File: config.mk
export PLATFORM = sky130hd
export DESIGN_NAME = vga_timing_generator
export DESIGN_NICKNAME = d
export VERILOG_FILES = /design/src/rtl/vga_timing_generator.sv
export SDC_FILE = /design/constraint.sdc
export NUM_CORES = 1
export LEC_CHECK = 0
export ABC_AREA = 1
export BUFFER_PORTS_ARGS = -buffer_cell sky130_fd_sc_hd__buf_2
export CAP_MARGIN = 20
export CORE_MARGIN = 4
export CORE_UTILIZATION = 35
export CTS_CLUSTER_DIAMETER = 200
export DETAILED_ROUTE_END_ITERATION = 12
export GPL_ROUTABILITY_DRIVEN = 0
export GPL_TIMING_DRIVEN = 0
export MAX_ROUTING_LAYER = met4
export PLACE_DENSITY = 0.54
export SLEW_MARGIN = 20
export SYNTH_ARGS = -nofsm -noshare
export SYNTH_HDL_FRONTEND = slang
export SYNTH_SLANG_ARGS = --single-unit
File: constraint.sdc
create_clock -name i_clk -period 1.3 [get_ports i_clk]
set_input_delay 0.26 -clock i_clk [delete_from_list [all_inputs] [get_ports i_clk]]
set_output_delay 0.26 -clock i_clk [all_outputs]
set_load 0.02 [all_outputs]
File: src/rtl/vga_timing_generator.sv
// ---------------------------------------------------------------------------
// vga_timing_generator
//
// Generates VGA raster timing from a fast system clock. A divider produces
// one dot-enable every CLK_DIV cycles. Horizontal and vertical counters walk
// the raster. Every output is registered from the region decode of the
// counter state in a dot-enable cycle. Strobes are therefore exactly one
// i_clk wide, and level outputs change only on dot boundaries.
//
// Ports:
//   i_clk            system clock
//   i_reset_n        asynchronous active-low reset
//   i_enable         1 = timing runs; 0 = counters freeze and strobes are 0
//   o_hsync_pin      monitor HSYNC (polarity set by SYNC_ACTIVE_LOW)
//   o_vsync_pin      monitor VSYNC (polarity set by SYNC_ACTIVE_LOW)
//   o_hsync          strobe: first dot of horizontal sync
//   o_vsync          strobe: first dot of the first vertical-sync line
//   o_screen_reset   strobe: last dot of the frame
//   o_pixel_x_clock  strobe: advance to the next logical pixel
//   o_pixel_y_clock  strobe: last dot of a visible line
//   o_active         1 while the current dot is visible
//   o_x, o_y         current dot column / line while active, else 0
// ---------------------------------------------------------------------------
module vga_timing_generator #(
  parameter int unsigned CLK_DIV         = 4,
  parameter int unsigned H_ACTIVE        = 640,
  parameter int unsigned H_FP            = 16,
  parameter int unsigned H_SYNC          = 96,
  parameter int unsigned H_BP            = 48,
  parameter int unsigned V_ACTIVE        = 480,
  parameter int unsigned V_FP            = 10,
  parameter int unsigned V_SYNC          = 2,
  parameter int unsigned V_BP            = 33,
  parameter int unsigned X_SCALE         = 20,
  parameter bit          SYNC_ACTIVE_LOW = 1'b1
) (
  input  logic       i_clk,
  input  logic       i_reset_n,
  input  logic       i_enable,
  output logic       o_hsync_pin,
  output logic       o_vsync_pin,
  output logic       o_hsync,
  output logic       o_vsync,
  output logic       o_screen_reset,
  output logic       o_pixel_x_clock,
  output logic       o_pixel_y_clock,
  output logic       o_active,
  output logic [9:0] o_x,
  output logic [9:0] o_y
);

  localparam int unsigned H_TOTAL = H_ACTIVE + H_FP + H_SYNC + H_BP;
  localparam int unsigned V_TOTAL = V_ACTIVE + V_FP + V_SYNC + V_BP;

  // Minimum widths that hold TOTAL-1. Never narrower than one bit.
  localparam int unsigned H_W   = (H_TOTAL > 1) ? $clog2(H_TOTAL) : 1;
  localparam int unsigned V_W   = (V_TOTAL > 1) ? $clog2(V_TOTAL) : 1;
  localparam int unsigned DIV_W = (CLK_DIV > 1) ? $clog2(CLK_DIV) : 1;
  localparam int unsigned SUB_W = (X_SCALE > 1) ? $clog2(X_SCALE) : 1;

  localparam int unsigned HS_START = H_ACTIVE + H_FP;
  localparam int unsigned HS_END   = H_ACTIVE + H_FP + H_SYNC;
  localparam int unsigned VS_START = V_ACTIVE + V_FP;
  localparam int unsigned VS_END   = V_ACTIVE + V_FP + V_SYNC;

  localparam logic SYNC_ON  = !SYNC_ACTIVE_LOW;
  localparam logic SYNC_OFF = SYNC_ACTIVE_LOW;

  logic [DIV_W-1:0] div_cnt;
  logic [H_W-1:0]   h_cnt;
  logic [V_W-1:0]   v_cnt;
  logic [SUB_W-1:0] sub_cnt;

  // Zero-extended copies, so every compare is a plain 32-bit unsigned one.
  logic [31:0] div32, h32, v32, sub32;

  logic dot_en;
  logic h_last, v_last, sub_last, h_act_end, h_vis;
  logic active, hs, vs;

  // NOTE: a combinational block assigns every output on every path. That is
  // why no latch can be inferred here.
  always_comb begin
    div32     = 32'(div_cnt);
    h32       = 32'(h_cnt);
    v32       = 32'(v_cnt);
    sub32     = 32'(sub_cnt);

    dot_en    = i_enable && (div32 == CLK_DIV - 1);

    h_last    = (h32 == H_TOTAL - 1);
    v_last    = (v32 == V_TOTAL - 1);
    sub_last  = (sub32 == X_SCALE - 1);
    h_act_end = (h32 == H_ACTIVE - 1);
    h_vis     = (h32 < H_ACTIVE);

    active    = h_vis && (v32 < V_ACTIVE);
    hs        = (h32 >= HS_START) && (h32 < HS_END);
    vs        = (v32 >= VS_START) && (v32 < VS_END);
  end

  // Raster counters. While i_enable is low they all hold. Resuming then
  // continues from the exact dot and sub-dot phase where they stopped.
  // NOTE: sequential state uses non-blocking assignments. Every register then
  // samples the pre-edge values, whatever order the statements are in.
  always_ff @(posedge i_clk or negedge i_reset_n) begin
    if (!i_reset_n) begin
      div_cnt <= '0;
      h_cnt   <= '0;
      v_cnt   <= '0;
      sub_cnt <= '0;
    end else if (i_enable) begin
      div_cnt <= dot_en ? '0 : div_cnt + DIV_W'(1);
      if (dot_en) begin
        h_cnt <= h_last ? '0 : h_cnt + H_W'(1);
        if (h_last) begin
          v_cnt <= v_last ? '0 : v_cnt + V_W'(1);
        end
        // Clearing at the last visible dot makes every line start a fresh
        // logical pixel. This holds even when H_ACTIVE is not a multiple of
        // X_SCALE.
        if (h_last || h_act_end) begin
          sub_cnt <= '0;
        end else if (h_vis) begin
          sub_cnt <= sub_last ? '0 : sub_cnt + SUB_W'(1);
        end
      end
    end
  end

  // Output registers. Strobes fall back to 0 in every cycle without a dot
  // enable. Level outputs keep their value until the next dot.
  always_ff @(posedge i_clk or negedge i_reset_n) begin
    if (!i_reset_n) begin
      o_hsync_pin     <= SYNC_OFF;
      o_vsync_pin     <= SYNC_OFF;
      o_hsync         <= 1'b0;
      o_vsync         <= 1'b0;
      o_screen_reset  <= 1'b0;
      o_pixel_x_clock <= 1'b0;
      o_pixel_y_clock <= 1'b0;
      o_active        <= 1'b0;
      o_x             <= '0;
      o_y             <= '0;
    end else if (dot_en) begin
      o_hsync_pin     <= hs ? SYNC_ON : SYNC_OFF;
      o_vsync_pin     <= vs ? SYNC_ON : SYNC_OFF;
      o_hsync         <= (h32 == HS_START);
      o_vsync         <= (h32 == 0) && (v32 == VS_START);
      o_screen_reset  <= h_last && v_last;
      // The last visible dot never advances x: there is no pixel after it.
      o_pixel_x_clock <= active && sub_last && !h_act_end;
      o_pixel_y_clock <= h_act_end && (v32 < V_ACTIVE);
      o_active        <= active;
      o_x             <= active ? 10'(h_cnt) : '0;
      o_y             <= active ? 10'(v_cnt) : '0;
    end else begin
      o_hsync         <= 1'b0;
      o_vsync         <= 1'b0;
      o_screen_reset  <= 1'b0;
      o_pixel_x_clock <= 1'b0;
      o_pixel_y_clock <= 1'b0;
    end
  end

endmodule

==> results.sh <==
export IMPL_fin_skew_ns=0.01273
export IMPL_failed_checks="negative hold slack, negative setup slack"
export IMPL_cts_tree="yes"
export IMPL_diodes=0
export IMPL_yosysMostFrequentCell="nand2_1"
export IMPL_rows=32
export IMPL_ys_seq_area_frac=0.5016
export IMPL_design_die_area_um2=9335
export IMPL_crit_path_start_kind="register"
export IMPL_vias_per_cell=4.904
export IMPL_vdd_drop_max_uv=480.5
export IMPL_synth_top_cell_area_share=0.4825
export IMPL_max_freq_ghz=0.6964
export IMPL_hpwlAfterDp_mm=4.314
export IMPL_antenna_found_initial=0
export IMPL_placed_area_um2=3037
export IMPL_synth_seq_cells=55
export IMPL_fin_crit_ns=1.436
export IMPL_hp_class="in -> async"
export IMPL_drt_iter0_drc=78
export IMPL_tightest_slew_ns=0.7151
export IMPL_die_h_um=96.62
export IMPL_vias=2442
export IMPL_clockBufferDepth=2
export IMPL_rsz0062_at_grt="true"
export IMPL_cp_required_ns=1.54
export IMPL_yosys_warnings=0
export IMPL_seq_area_um2=1385
export IMPL_wl_per_cell_um=13.69
export IMPL_grt_total_usage=0.1459
export IMPL_rrSetupSlack_ns=-0.14
export IMPL_synth_ff_type="dfrtp_1"
export IMPL_status="complete, but fails checks"
export IMPL_start_util=0.3576
export IMPL_routed_wl_mm=6.818
export IMPL_layout_nets=405
export IMPL_timing_rr_start="div_cnt[1]$_DFFE_PN0P_"
export IMPL_io_buffers=30
export IMPL_drc=0
export IMPL_ys_top_cells_by_count="nand2_1, dfrtp_1, inv_1, nand3_1, nor2_1"
export IMPL_setup_viol=43
export IMPL_p_leak_nw=1.764
export IMPL_power_density_nw_per_um2=1461
export IMPL_reg2reg_to="o_pixel_x_clock$_DFF_PN0_"
export IMPL_tns_ns=-3.352
export IMPL_fp_dieW_um=96.62
export IMPL_path_max_fanout=5
export IMPL_cts_htree_levels=2
export IMPL_dr_pass1_iters=4
export IMPL_n_fill_cell=737
export IMPL_holdWs_ns=-0.01907
export IMPL_cts_root_buf="clkbuf_8"
export IMPL_grt_pass1_wl_mm=11.17
export IMPL_avgSynthCellArea_um2=8.484
export IMPL_r2r_cells=6
export IMPL_syn_inst=324
export IMPL_clock_sinks=55
export IMPL_io_pin_count=31
export IMPL_end_kind="register"
export IMPL_area_delta_synth_final_pct=39.01
export IMPL_grt_max_degree=56
export IMPL_max_slew_margin_rel=0.5233
export IMPL_multi_input_area_um2=1518
export IMPL_fin_crit_sh=1.105
export IMPL_clk_pin_slew_ns=0.11
export IMPL_cts_buffers=5
export IMPL_clock_latency_ns=0.31
export IMPL_ant_nets=0
export IMPL_synth_edf_count=0
export IMPL_cts_hold_buf=0
export IMPL_timing_final_ws_setup_ns=-0.1359
export IMPL_yosysUniqueCellTypes=29
export IMPL_async_flop_share=1.000
export IMPL_synth_area_leaders="dfrtp_1, nand2_1, nand3_1"
export IMPL_grt_pass1_vias=2395
export IMPL_core_area_um2=7687
export IMPL_grt_overflow_total=0
export IMPL_netlist_area_um2=2749
export IMPL_slew_violations=0
export IMPL_syn_num_nets=334
export IMPL_hold_viol=15
export IMPL_yosys_area_top_type="dfrtp_1"
export IMPL_critPathArrivalTime_ns=1.68
export IMPL_drive_gt1_frac=0.4141
export IMPL_path_class="reg -> reg"
export IMPL_dpl_worst_slack_ns=-0.2320
export IMPL_design_area_um2=3821
export IMPL_maxCapViolCount=0
-- layer usage --
| metal | track usage | vias up | share of wire |
|---|---|---|---|
| li1 | - | 1206 | - |
| met1 | 0.1801 | 1188 | 0.45 |
| met2 | 0.2500 | 39 | 0.50 |
| met3 | 0.02451 | 9 | 0.031 |
| met4 | 0.03564 | 0 | 0.011 |
| met5 | - | - | 0 |
-- state kept, by name (all words and copies together) (netlist names) --
signal,cells
o_pixel_x_clock,1
o_hsync_pin,1
o_active,1
o_hsync,1
div_cnt,2
sub_cnt,5
o_vsync,1
o_pixel_y_clock,1
o_x,10
o_vsync_pin,1
o_screen_reset,1
h_cnt,10
v_cnt,10
o_y,10
-- critical path: stages, from the launching register on --
cell	delay (ns)
dfrtp_1	0.40
ha_4	0.18
nand2_8	0.07
nor2_2	0.08
nand4_1	0.25
buf_6	0.24
nor3b_2	0.14
-- report_power, final --
part	switching (mW)	internal, mW	leakage, nW
Combinational	1.31	0.916	1.04
Clock	0.576	0.382	0.0452
Sequential	0.295	2.10	0.675
-- worst max path at each step --
stage | end | slack (ns) | start
3_5_place_dp | v_cnt[0]$_DFFE_PN0P_ | -0.23 | v_cnt[0]$_DFFE_PN0P_
5_1_grt | o_pixel_x_clock$_DFF_PN0_ | -0.18 | div_cnt[1]$_DFFE_PN0P_
6_report | o_pixel_x_clock$_DFF_PN0_ | -0.14 | div_cnt[1]$_DFFE_PN0P_
2_1_floorplan | h_cnt[0]$_DFFE_PN0P_ | 0.004 | div_cnt[0]$_DFFE_PN0P_
3_3_place_gp | v_cnt[1]$_DFFE_PN0P_ | -0.20 | v_cnt[0]$_DFFE_PN0P_
4_1_cts | h_cnt[8]$_DFFE_PN0P_ | -0.12 | div_cnt[1]$_DFFE_PN0P_
-- layout make-up --
cell class,count,area share
Multi-Input combinational cell,223,0.3972
Sequential cell,55,0.3625
Buffer,8,0.02423
Timing Repair Buffer,63,0.1159
Clock buffer,6,0.01899
Inverter,39,0.04420
Clock inverter,2,0.003602
Tap cell,102,0.03340
-- layout by cell type (no fill, tap or decap), drive strengths merged, types with 5 or more instances in the layout --
cell	synthesis	routed
nand2	81	81
buf	8	71
dfrtp	53	53
inv	38	38
nand3	35	35
o21ai	35	35
nor2	32	33
nand4	8	8
xor2	7	7
ha	7	7
clkbuf	0	6
a21oi	5	5
nor3	5	5
-- what timing repair did --
item,in CTS,in global routing
gates resized for setup,54,71
setup endpoints to repair,49,53
pin swaps,18,22
setup buffers,23,10
cloned,2,1
-- stage by stage --
stage | power, mW | utilization | instances
after floorplan | 3.491 | - | 324
after global placement | 3.965 | 0.3947 | 456
after detailed placement | 4.005 | 0.3950 | 456
after CTS | 5.282 | 0.4533 | 489
after global routing | 5.946 | 0.4971 | 498
final | 5.584 | 0.4971 | 498
-- kinds of logic after synthesis --
family / synth area share
compound gates: 0.08102
buf+inv: 0.07328
xor+xnor: 0.02230
fa+ha+maj: 0.03186
flops: 0.5016
simple gates: 0.2899
(Power assumes the default switching activity.)
